===== config.mk =====
export PLATFORM = sky130hd
export DESIGN_NAME = multiword_add_seq
export DESIGN_NICKNAME = d
export VERILOG_FILES = /design/src/rtl/multiword_add_seq.sv
export SDC_FILE = /design/constraint.sdc
export NUM_CORES = 1
export LEC_CHECK = 0
export ABC_AREA = 0
export CAP_MARGIN = 5
export CELL_PAD_IN_SITES_DETAIL_PLACEMENT = 1
export CELL_PAD_IN_SITES_GLOBAL_PLACEMENT = 1
export CORE_UTILIZATION = 37
export DETAILED_ROUTE_END_ITERATION = 10
export MAX_ROUTING_LAYER = met4
export PLACE_DENSITY_LB_ADDON = 0.1
export SYNTH_ARGS = -nofsm -noshare
export SYNTH_HDL_FRONTEND = slang
export SYNTH_SLANG_ARGS = --single-unit

===== constraint.sdc =====
create_clock -name clk -period 16.1 [get_ports clk]
set_input_delay 2.415 -clock clk [delete_from_list [all_inputs] [get_ports clk]]
set_output_delay 2.415 -clock clk [all_outputs]
set_load 0.02 [all_outputs]

===== src/rtl/multiword_add_seq.sv =====
// multiword_add_seq: sequential WORDS*32-bit adder.
// Operands arrive over one valid/ready handshake. A 32-bit carry-skip adder
// then processes one word per clock, least significant word first, and the
// carry is registered between words. The finished sum and the final carry
// leave over a second valid/ready handshake and stay stable until taken.

// 32-bit carry-skip adder built from eight 4-bit ripple groups.
// A group whose bits all propagate passes its carry-in straight to the
// next group, so a long carry chain can skip whole groups.
module skip_adder32 (
    output logic [31:0] s,
    output logic        co,
    input  logic [31:0] a,
    input  logic [31:0] b,
    input  logic        ci
);

    logic blk_c_s;
    logic rc_s;
    logic grp_p_s;

    // Ripple inside each group; skip a group when all of its bits propagate.
    always_comb begin
        blk_c_s = ci;
        rc_s    = 1'b0;
        grp_p_s = 1'b0;
        s       = 32'd0;
        for (int g = 0; g < 8; g++) begin
            rc_s    = blk_c_s;
            grp_p_s = 1'b1;
            for (int i = 0; i < 4; i++) begin
                s[g*4+i] = a[g*4+i] ^ b[g*4+i] ^ rc_s;
                rc_s     = (a[g*4+i] & b[g*4+i]) | (rc_s & (a[g*4+i] ^ b[g*4+i]));
                grp_p_s  = grp_p_s & (a[g*4+i] ^ b[g*4+i]);
            end
            blk_c_s = grp_p_s ? blk_c_s : rc_s;
        end
        co = blk_c_s;
    end

endmodule

module multiword_add_seq #(
    parameter int WORDS = 4
) (
    input  logic                 clk,
    input  logic                 rst_n,
    input  logic                 in_valid,
    output logic                 in_ready,
    input  logic [WORDS*32-1:0]  in_a,
    input  logic [WORDS*32-1:0]  in_b,
    input  logic                 in_ci,
    output logic                 out_valid,
    input  logic                 out_ready,
    output logic [WORDS*32-1:0]  out_sum,
    output logic                 out_co,
    output logic                 busy
);

    localparam int W     = WORDS * 32;
    localparam int IDX_W = (WORDS > 1) ? $clog2(WORDS) : 1;

    typedef enum logic [1:0] {
        ST_IDLE = 2'd0,
        ST_RUN  = 2'd1,
        ST_DONE = 2'd2
    } state_t;

    state_t             state_r;
    state_t             state_nx_s;
    logic [W-1:0]       a_r;
    logic [W-1:0]       b_r;
    logic               carry_r;
    logic [IDX_W-1:0]   idx_r;
    logic [W-1:0]       sum_r;
    logic               co_r;
    logic               in_ready_r;
    logic               out_valid_r;
    logic               busy_r;

    logic [31:0]        word_a_s;
    logic [31:0]        word_b_s;
    logic [31:0]        word_s_s;
    logic               word_co_s;
    logic               last_word_s;
    logic               accept_s;

    assign last_word_s = (idx_r == IDX_W'(WORDS - 1));
    assign accept_s    = (state_r == ST_IDLE) && in_valid;

    // Select the current word of each held operand (AND-OR mux over words).
    always_comb begin
        word_a_s = 32'd0;
        word_b_s = 32'd0;
        for (int w = 0; w < WORDS; w++) begin
            word_a_s = word_a_s | (a_r[w*32 +: 32] & {32{idx_r == IDX_W'(w)}});
            word_b_s = word_b_s | (b_r[w*32 +: 32] & {32{idx_r == IDX_W'(w)}});
        end
    end

    skip_adder32 u_adder (
        .s  (word_s_s),
        .co (word_co_s),
        .a  (word_a_s),
        .b  (word_b_s),
        .ci (carry_r)
    );

    // Next-state logic: IDLE -> RUN on accept, RUN -> DONE after last word,
    // DONE -> IDLE only when the consumer takes the result.
    always_comb begin
        state_nx_s = state_r;
        case (state_r)
            ST_IDLE: begin
                if (in_valid) begin
                    state_nx_s = ST_RUN;
                end else begin
                    state_nx_s = ST_IDLE;
                end
            end
            ST_RUN: begin
                if (last_word_s) begin
                    state_nx_s = ST_DONE;
                end else begin
                    state_nx_s = ST_RUN;
                end
            end
            ST_DONE: begin
                if (out_ready) begin
                    state_nx_s = ST_IDLE;
                end else begin
                    state_nx_s = ST_DONE;
                end
            end
            default: begin
                state_nx_s = ST_IDLE;
            end
        endcase
    end

    // State register plus handshake flags registered from the next state.
    always_ff @(posedge clk or negedge rst_n) begin
        if (!rst_n) begin
            state_r     <= ST_IDLE;
            in_ready_r  <= 1'b1;
            out_valid_r <= 1'b0;
            busy_r      <= 1'b0;
        end else begin
            state_r     <= state_nx_s;
            in_ready_r  <= (state_nx_s == ST_IDLE);
            out_valid_r <= (state_nx_s == ST_DONE);
            busy_r      <= (state_nx_s != ST_IDLE);
        end
    end

    // Datapath: capture operands on accept, then add one word per RUN cycle.
    always_ff @(posedge clk or negedge rst_n) begin
        if (!rst_n) begin
            a_r     <= '0;
            b_r     <= '0;
            carry_r <= 1'b0;
            idx_r   <= '0;
            sum_r   <= '0;
            co_r    <= 1'b0;
        end else if (accept_s) begin
            a_r     <= in_a;
            b_r     <= in_b;
            carry_r <= in_ci;
            idx_r   <= '0;
        end else if (state_r == ST_RUN) begin
            for (int w = 0; w < WORDS; w++) begin
                if (idx_r == IDX_W'(w)) begin
                    sum_r[w*32 +: 32] <= word_s_s;
                end
            end
            carry_r <= word_co_s;
            if (last_word_s) begin
                co_r <= word_co_s;
            end else begin
                idx_r <= idx_r + IDX_W'(1);
            end
        end
    end

    assign in_ready  = in_ready_r;
    assign out_valid = out_valid_r;
    assign busy      = busy_r;
    assign out_sum   = sum_r;
    assign out_co    = co_r;

endmodule

== After elaboration in Yosys (flattened, before gate mapping) ==
Index checks and enable logic that the tools add are counted.

* Register bits after elaboration: 393
* Bits in latches: 0
* Bits in writable memories: 0
* ROM bits: 0
* Logic and storage cells: 248
* Memories: 0

* $add $sub $neg: 1
* Multiply operators: 0
* Div/mod/pow operators: 0
* Magnitude comparators: 0
* Equality and inequality tests: 7
* Shift-type cells: 0
* Mux-type cells: 17
* Bitwise gates (word level): 199
* Reductions and logical operators: 11

{| class="wikitable"
|+ Operator list
! operator !! number
|-
| $and A32 B32 Y32 || 8
|-
| $or A32 B32 Y32 || 6
|-
| $and A1 B1 Y1 || 88
|-
| $xor A1 B1 Y1 || 64
|-
| $or A1 B1 Y1 || 32
|-
| $reduce_and A3 Y1 || 4
|-
| $mux W1 || 11
|-
| $mux W2 || 5
|-
| $eq A2 B2 Y1 const B || 4
|-
| $logic_not A2 Y1 || 3
|-
| $pmux W2 S3 || 1
|-
| $eq A2 B1 Y1 const B || 2
|-
| $reduce_bool A2 Y1 || 2
|-
| $add A2 B1 Y2 const B || 1
|-
| $ne A2 B1 Y1 const B || 1
|-
| $reduce_and A2 Y1 || 1
|-
| $logic_and A1 B1 Y1 || 1
|-
| $not A1 Y1 || 1
|}

== Logic depth before layout (Yosys ltp) ==
* Word-level depth: 80
* Mapped depth: 55

== Cells and area by module ==
A second synthesis with hierarchy kept.

* Cells, all modules: 1187
* Area total of the unflattened synthesis: 18446.4 sq um

{| class="wikitable"
|+ Modules (own cells, without submodules)
! module !! times used !! cells an instance !! area an instance (sq um) !! seq. area each (sq um)
|-
| multiword_add_seq || 1 || 1074 || 17123.9 || 9835.7
|-
| skip_adder32 || 1 || 113 || 1322.5 || 0.0
|}

== Least setup slack after synthesis ==
OpenSTA, ideal clock, no wires.

* Path type: register to register
* Start point: register idx_r[0]
* End point: register carry_r
* Setup time: 129 ps
* Arrival time: 15258 ps
* Path slack: 713 ps
* Stages on the path, launching flop included: 56
* Path buffers: 3
* Cell sequence: dfrtp_1 > inv_1 > ha_1 > buf_2 > buf_1 > buf_1 > a22oi_1 > nand2_1 > fa_1 > inv_1 > fa_1 > fa_1 > inv_1 > fa_1 > mux2i_2 > fa_1 > fa_1 > fa_1 > [... 20 more ...] > fa_1 > fa_1 > fa_1 > fa_1 > mux2_2 > fa_1 > fa_1 > fa_1 > fa_1 > a21oi_1 > a21oi_2 > fa_1 > fa_1 > fa_1 > fa_1 > nor3_1 > a222oi_1 > o41a_1

* Word-level cells in the longest chain between the ends: 80
* Elaborated cells between the ends (all ways): 180
* Those cells by class: eq/ne: 3; mux: 10; bitwise: 166; reduce/logical: 1

{| class="wikitable"
|+ RTL lines
! what !! line !! source
|-
| start: declaration || 74 || <nowiki>logic [IDX_W-1:0] idx_r;</nowiki>
|-
| start signal: assignment || 180 || <nowiki>idx_r <= idx_r + IDX_W'(1);</nowiki>
|-
| $eq A2 B1 Y1 or $logic_not A2 Y1 (tied branches) || 96, 97 ||
|-
| $and A32 B32 Y32, on equally long branches || 96, 97 ||
|-
| $or A32 B32 Y32, on equally long branches (3 in a row) || 96, 97 ||
|-
| $xor A1 B1 Y1 || 33, 34 ||
|-
| $and A1 B1 Y1 || 33 || <nowiki>rc_s = (a[g*4+i] & b[g*4+i]) | (rc_s & (a[g*4+i] ^ b[g*4+i]));</nowiki>
|-
| $or A1 B1 Y1 || 33 ||
|-
| $and A1 B1 Y1 || 33 ||
|-
| $or A1 B1 Y1 || 33 ||
|-
| [... 62 more ...] || - ||
|-
| $or A1 B1 Y1 || 33 ||
|-
| $and A1 B1 Y1 || 33 ||
|-
| $or A1 B1 Y1 || 33 ||
|-
| $and A1 B1 Y1 || 33 ||
|-
| $or A1 B1 Y1 || 33 ||
|-
| $mux W1 * || 36 || <nowiki>blk_c_s = grp_p_s ? blk_c_s : rc_s;</nowiki>
|-
| $mux W1 * || 170 || <nowiki>end else if (state_r == ST_RUN) begin</nowiki>
|-
| $mux W1 * || 165 || <nowiki>end else if (accept_s) begin</nowiki>
|-
| end signal: assignment || 168 || <nowiki>carry_r <= in_ci;</nowiki>
|-
| end signal: assignment || 176 || <nowiki>carry_r <= word_co_s;</nowiki>
|-
| end: declaration || 73 || <nowiki>logic carry_r;</nowiki>
|}

Every way passes the cells marked *; elsewhere a longest branch is shown, timed or not. The select of a mux whose other input is x is not followed.
A chain may end at the register's enable or synchronous reset.

== Worst setup path after layout ==
Same ends and word-level chain as after synthesis.

==> impl_metrics.yaml <==
setup_path:
  timing.rr.end: "carry_r"
  critical_path.startpoint: "idx_r[0]"
  crit_slowest_cell: "fa_1"
  required_ns: 16.56
  worst-setup-path-type: "register to register"
  startpoint_type: "register"
  crit_top_cell: "fa_1"
  path_depth: 52
  arrival_ns: 15.84
  crit_buf_inv: 4
  crit_end: "carry_r"
  worstReg2RegStart: "idx_r[0]"
  critPathMaxFanout: 8
  cpLargestDelayFamily: "adder cells"
  reg2reg_depth: 52
  reg2reg_slack_ns: 0.72
  critPathMaxStageDelay_ns: 0.47
  end_kind: "register"
clock_network:
  cts_tree: "done"
  h-tree-depth: 2
  cts_buffer_depth: 3
  clkSinkCount: 393
  clock-root-buffer: "clkbuf_16"
  clk_pin_slew_ns: 0.06
  cts_buffers: 44
  worstSkewPairLatency_ns: 0.57
  postCtsHoldBufs: 0
sta:
  period_share: 0.955
  worstMarginPinSlew_ns: 1.15
  holdWs_ns: 0.479
  final_max_slew_viol_count: 0
  fin_skew_ns: 0.0185
  period_minus_slack_ns: 15.38
  fin_tns_setup_ns: 0
  hold_viol_final: 0
  setup_violations: 0
  layout_setup_ws_ns: 0.717
  rsz0062_at_grt: "no"
  max_freq_mhz: 65.0
  max_slew_margin: 0.231
drt:
  post_drt_wl_per_cell_um: 22.8
  drcViolationCount: 0
  vias: 11500
  route.antenna.remaining_nets: 0
  viasPerCell: 5.08
  finalWirelength_um: 51400
  first_pass_iters: 4
  initialDrtViolationCount: 596
die:
  die_area_um2: 47300
  die_h_um: 218
  rows: 78
  coreArea_um2: 45600
  start_util: 0.377
  die_w_um: 218
  num_io_pins: 393
placement:
  routabilityCongestion: 0.796
  hpwl_um: 37300
  port_buffers: 392
  placed_cell_area_um2: 21700
  place_ws_ns: -0.201
grt:
  grt_pass1_vias: 12400
  grt-ovfl-total: 0
  grt_pass1_wl_um: 78400
  grt_max_degree: 110
  antenna_found_initial: 11
  grtUsageTotal: 0.227
final_layout:
  fillers: 4574
  fin_nets: 1944
  area_growth_pct: 35.3
  fin_area_um2: 23300
  drive_gt1_frac: 0.282
yosys:
  yosys_warnings: 0
  syn_avg_cell_area_um2: 14.0
  synth_seq_cells: 393
  synth_area_um2: 17200
  ys_types: 33
  yosysSeqAreaShare: 0.572
  postSynthCellCount: 1231
  synth_fp_nets: 1560
outcome:
  outcome: "finished, final reports clean"
run:
  maxCapViolCount: 0
hold_path:
  hold_class: "register to register"
power_and_ir_drop:
  power_density_nw_per_um2: 270
  ir_drop_mv: 0.127
  leakage_nw: 9.77
==> cell families after synthesis <==
family	synth area share
and+or+nand+nor	0.0340
buffers and inverters	0.0269
muxes	0.229
AOI/OAI and AO/OA	0.0743
adders and majority gates	0.0635
DFF	0.572
==> Yosys cell counts, drive strengths merged <==
master,count,area [um^2]
a22oi,128,961
nor2,9,41.3
o21ai,46,234
mux2,349,3930
a21oi,6,37.5
a2111oi,1,8.76
or2,1,6.26
o21bai,1,7.51
and2,7,43.8
nand4,6,37.5
and4,3,26.3
nor3b,1,12.5
nor3,2,10.0
nand3b,2,15.0
buf,52,279
a222oi,1,10.0
nand2,102,385
a211oi,1,7.51
clkbuf,22,82.6
mux2i,1,13.8
ha,36,450
o41a,1,11.3
nand2b,1,6.26
dfrtp,392,9810
fa,32,641
inv,27,101
dfstp,1,26.3
==> placed cells by master, fill, tap and decap left out, drive strengths merged, types with 7 or more instances in the layout <==
cell / n
nand2: 102
a22oi: 128
dfrtp: 392
buf: 21
ha: 36
clkbuf: 64
and2: 7
clkdlybuf4s50: 391
nor2: 9
inv: 29
diode: 13
fa: 32
mux2: 349
o21ai: 46
clkinv: 7
==> state kept, by name, summed over array words and instances, names as in the netlist <==
name,cells
a_r,128
carry_r,1
out_co,1
out_valid,1
idx_r,2
state_r,2
b_r,128
busy,1
in_ready,1
out_sum,128
==> layout make-up <==
type | instances | area (um^2) | area share
Clock buffer | 64 | 1260 | 0.0541
Antenna cell | 13 | 32.5 | 0.00140
Inverter | 27 | 101 | 0.00436
Timing Repair Buffer | 412 | 4080 | 0.175
Tap cell | 600 | 751 | 0.0323
Multi-Input combinational cell | 737 | 7000 | 0.301
Sequential cell | 393 | 9840 | 0.423
Clock inverter | 14 | 203 | 0.00871
==> power by group <==
part / switching (mW) / internal [mW] / leakage (nW) / total [mW]
logic: 1.88 / 1.56 / 4.39 / 3.44
registers: 0.285 / 1.51 / 4.66 / 1.80
clock network: 0.406 / 0.621 / 0.720 / 1.03
total: 2.57 / 3.70 / 9.77 / 6.27
==> layer usage <==
| layer | GRT usage | wire length (um) | part of all wire |
|---|---|---|---|
| met5 | - | 0 | 0 |
| met4 | 0.0664 | 1020 | 0.020 |
| met3 | 0.0421 | 2730 | 0.053 |
| met2 | 0.340 | 24000 | 0.47 |
| met1 | 0.312 | 23700 | 0.46 |
==> tightest hold or removal path, stage by stage, from the launching register on <==
cell and delay (ns):
dfrtp_1 0.34, nand2_1 0.05, o21ai_0 0.06
==> timing repair <==
action / in CTS / in global routing
gates resized for setup: 3 / 12
pin swaps: 0 / 1
endpoints found under the setup margin: 5 / 10
setup buffers: 0 / 4
==> through the flow <==
stage | utilization | instances | power [mW]
after floorplan | - | 1231 | 3.75
after global placement | 0.476 | 2165 | 5.10
after detailed placement | 0.476 | 2165 | 5.22
after CTS | 0.508 | 2243 | 6.28
after global routing | 0.510 | 2259 | 6.72
final | 0.510 | 2260 | 6.27
==> how the worst min path moves through the flow <==
stage                 start           end  cells after the start
2_1_floorplan        a_r[0]        a_r[0]                      1
3_3_place_gp   out_sum[100]  out_sum[100]                      2
3_5_place_dp     out_sum[8]    out_sum[8]                      2
4_1_cts          out_sum[8]    out_sum[8]                      2
5_1_grt          out_sum[8]    out_sum[8]                      2
6_report        out_sum[33]   out_sum[33]                      2
Power figures use the tool's default switching activity.
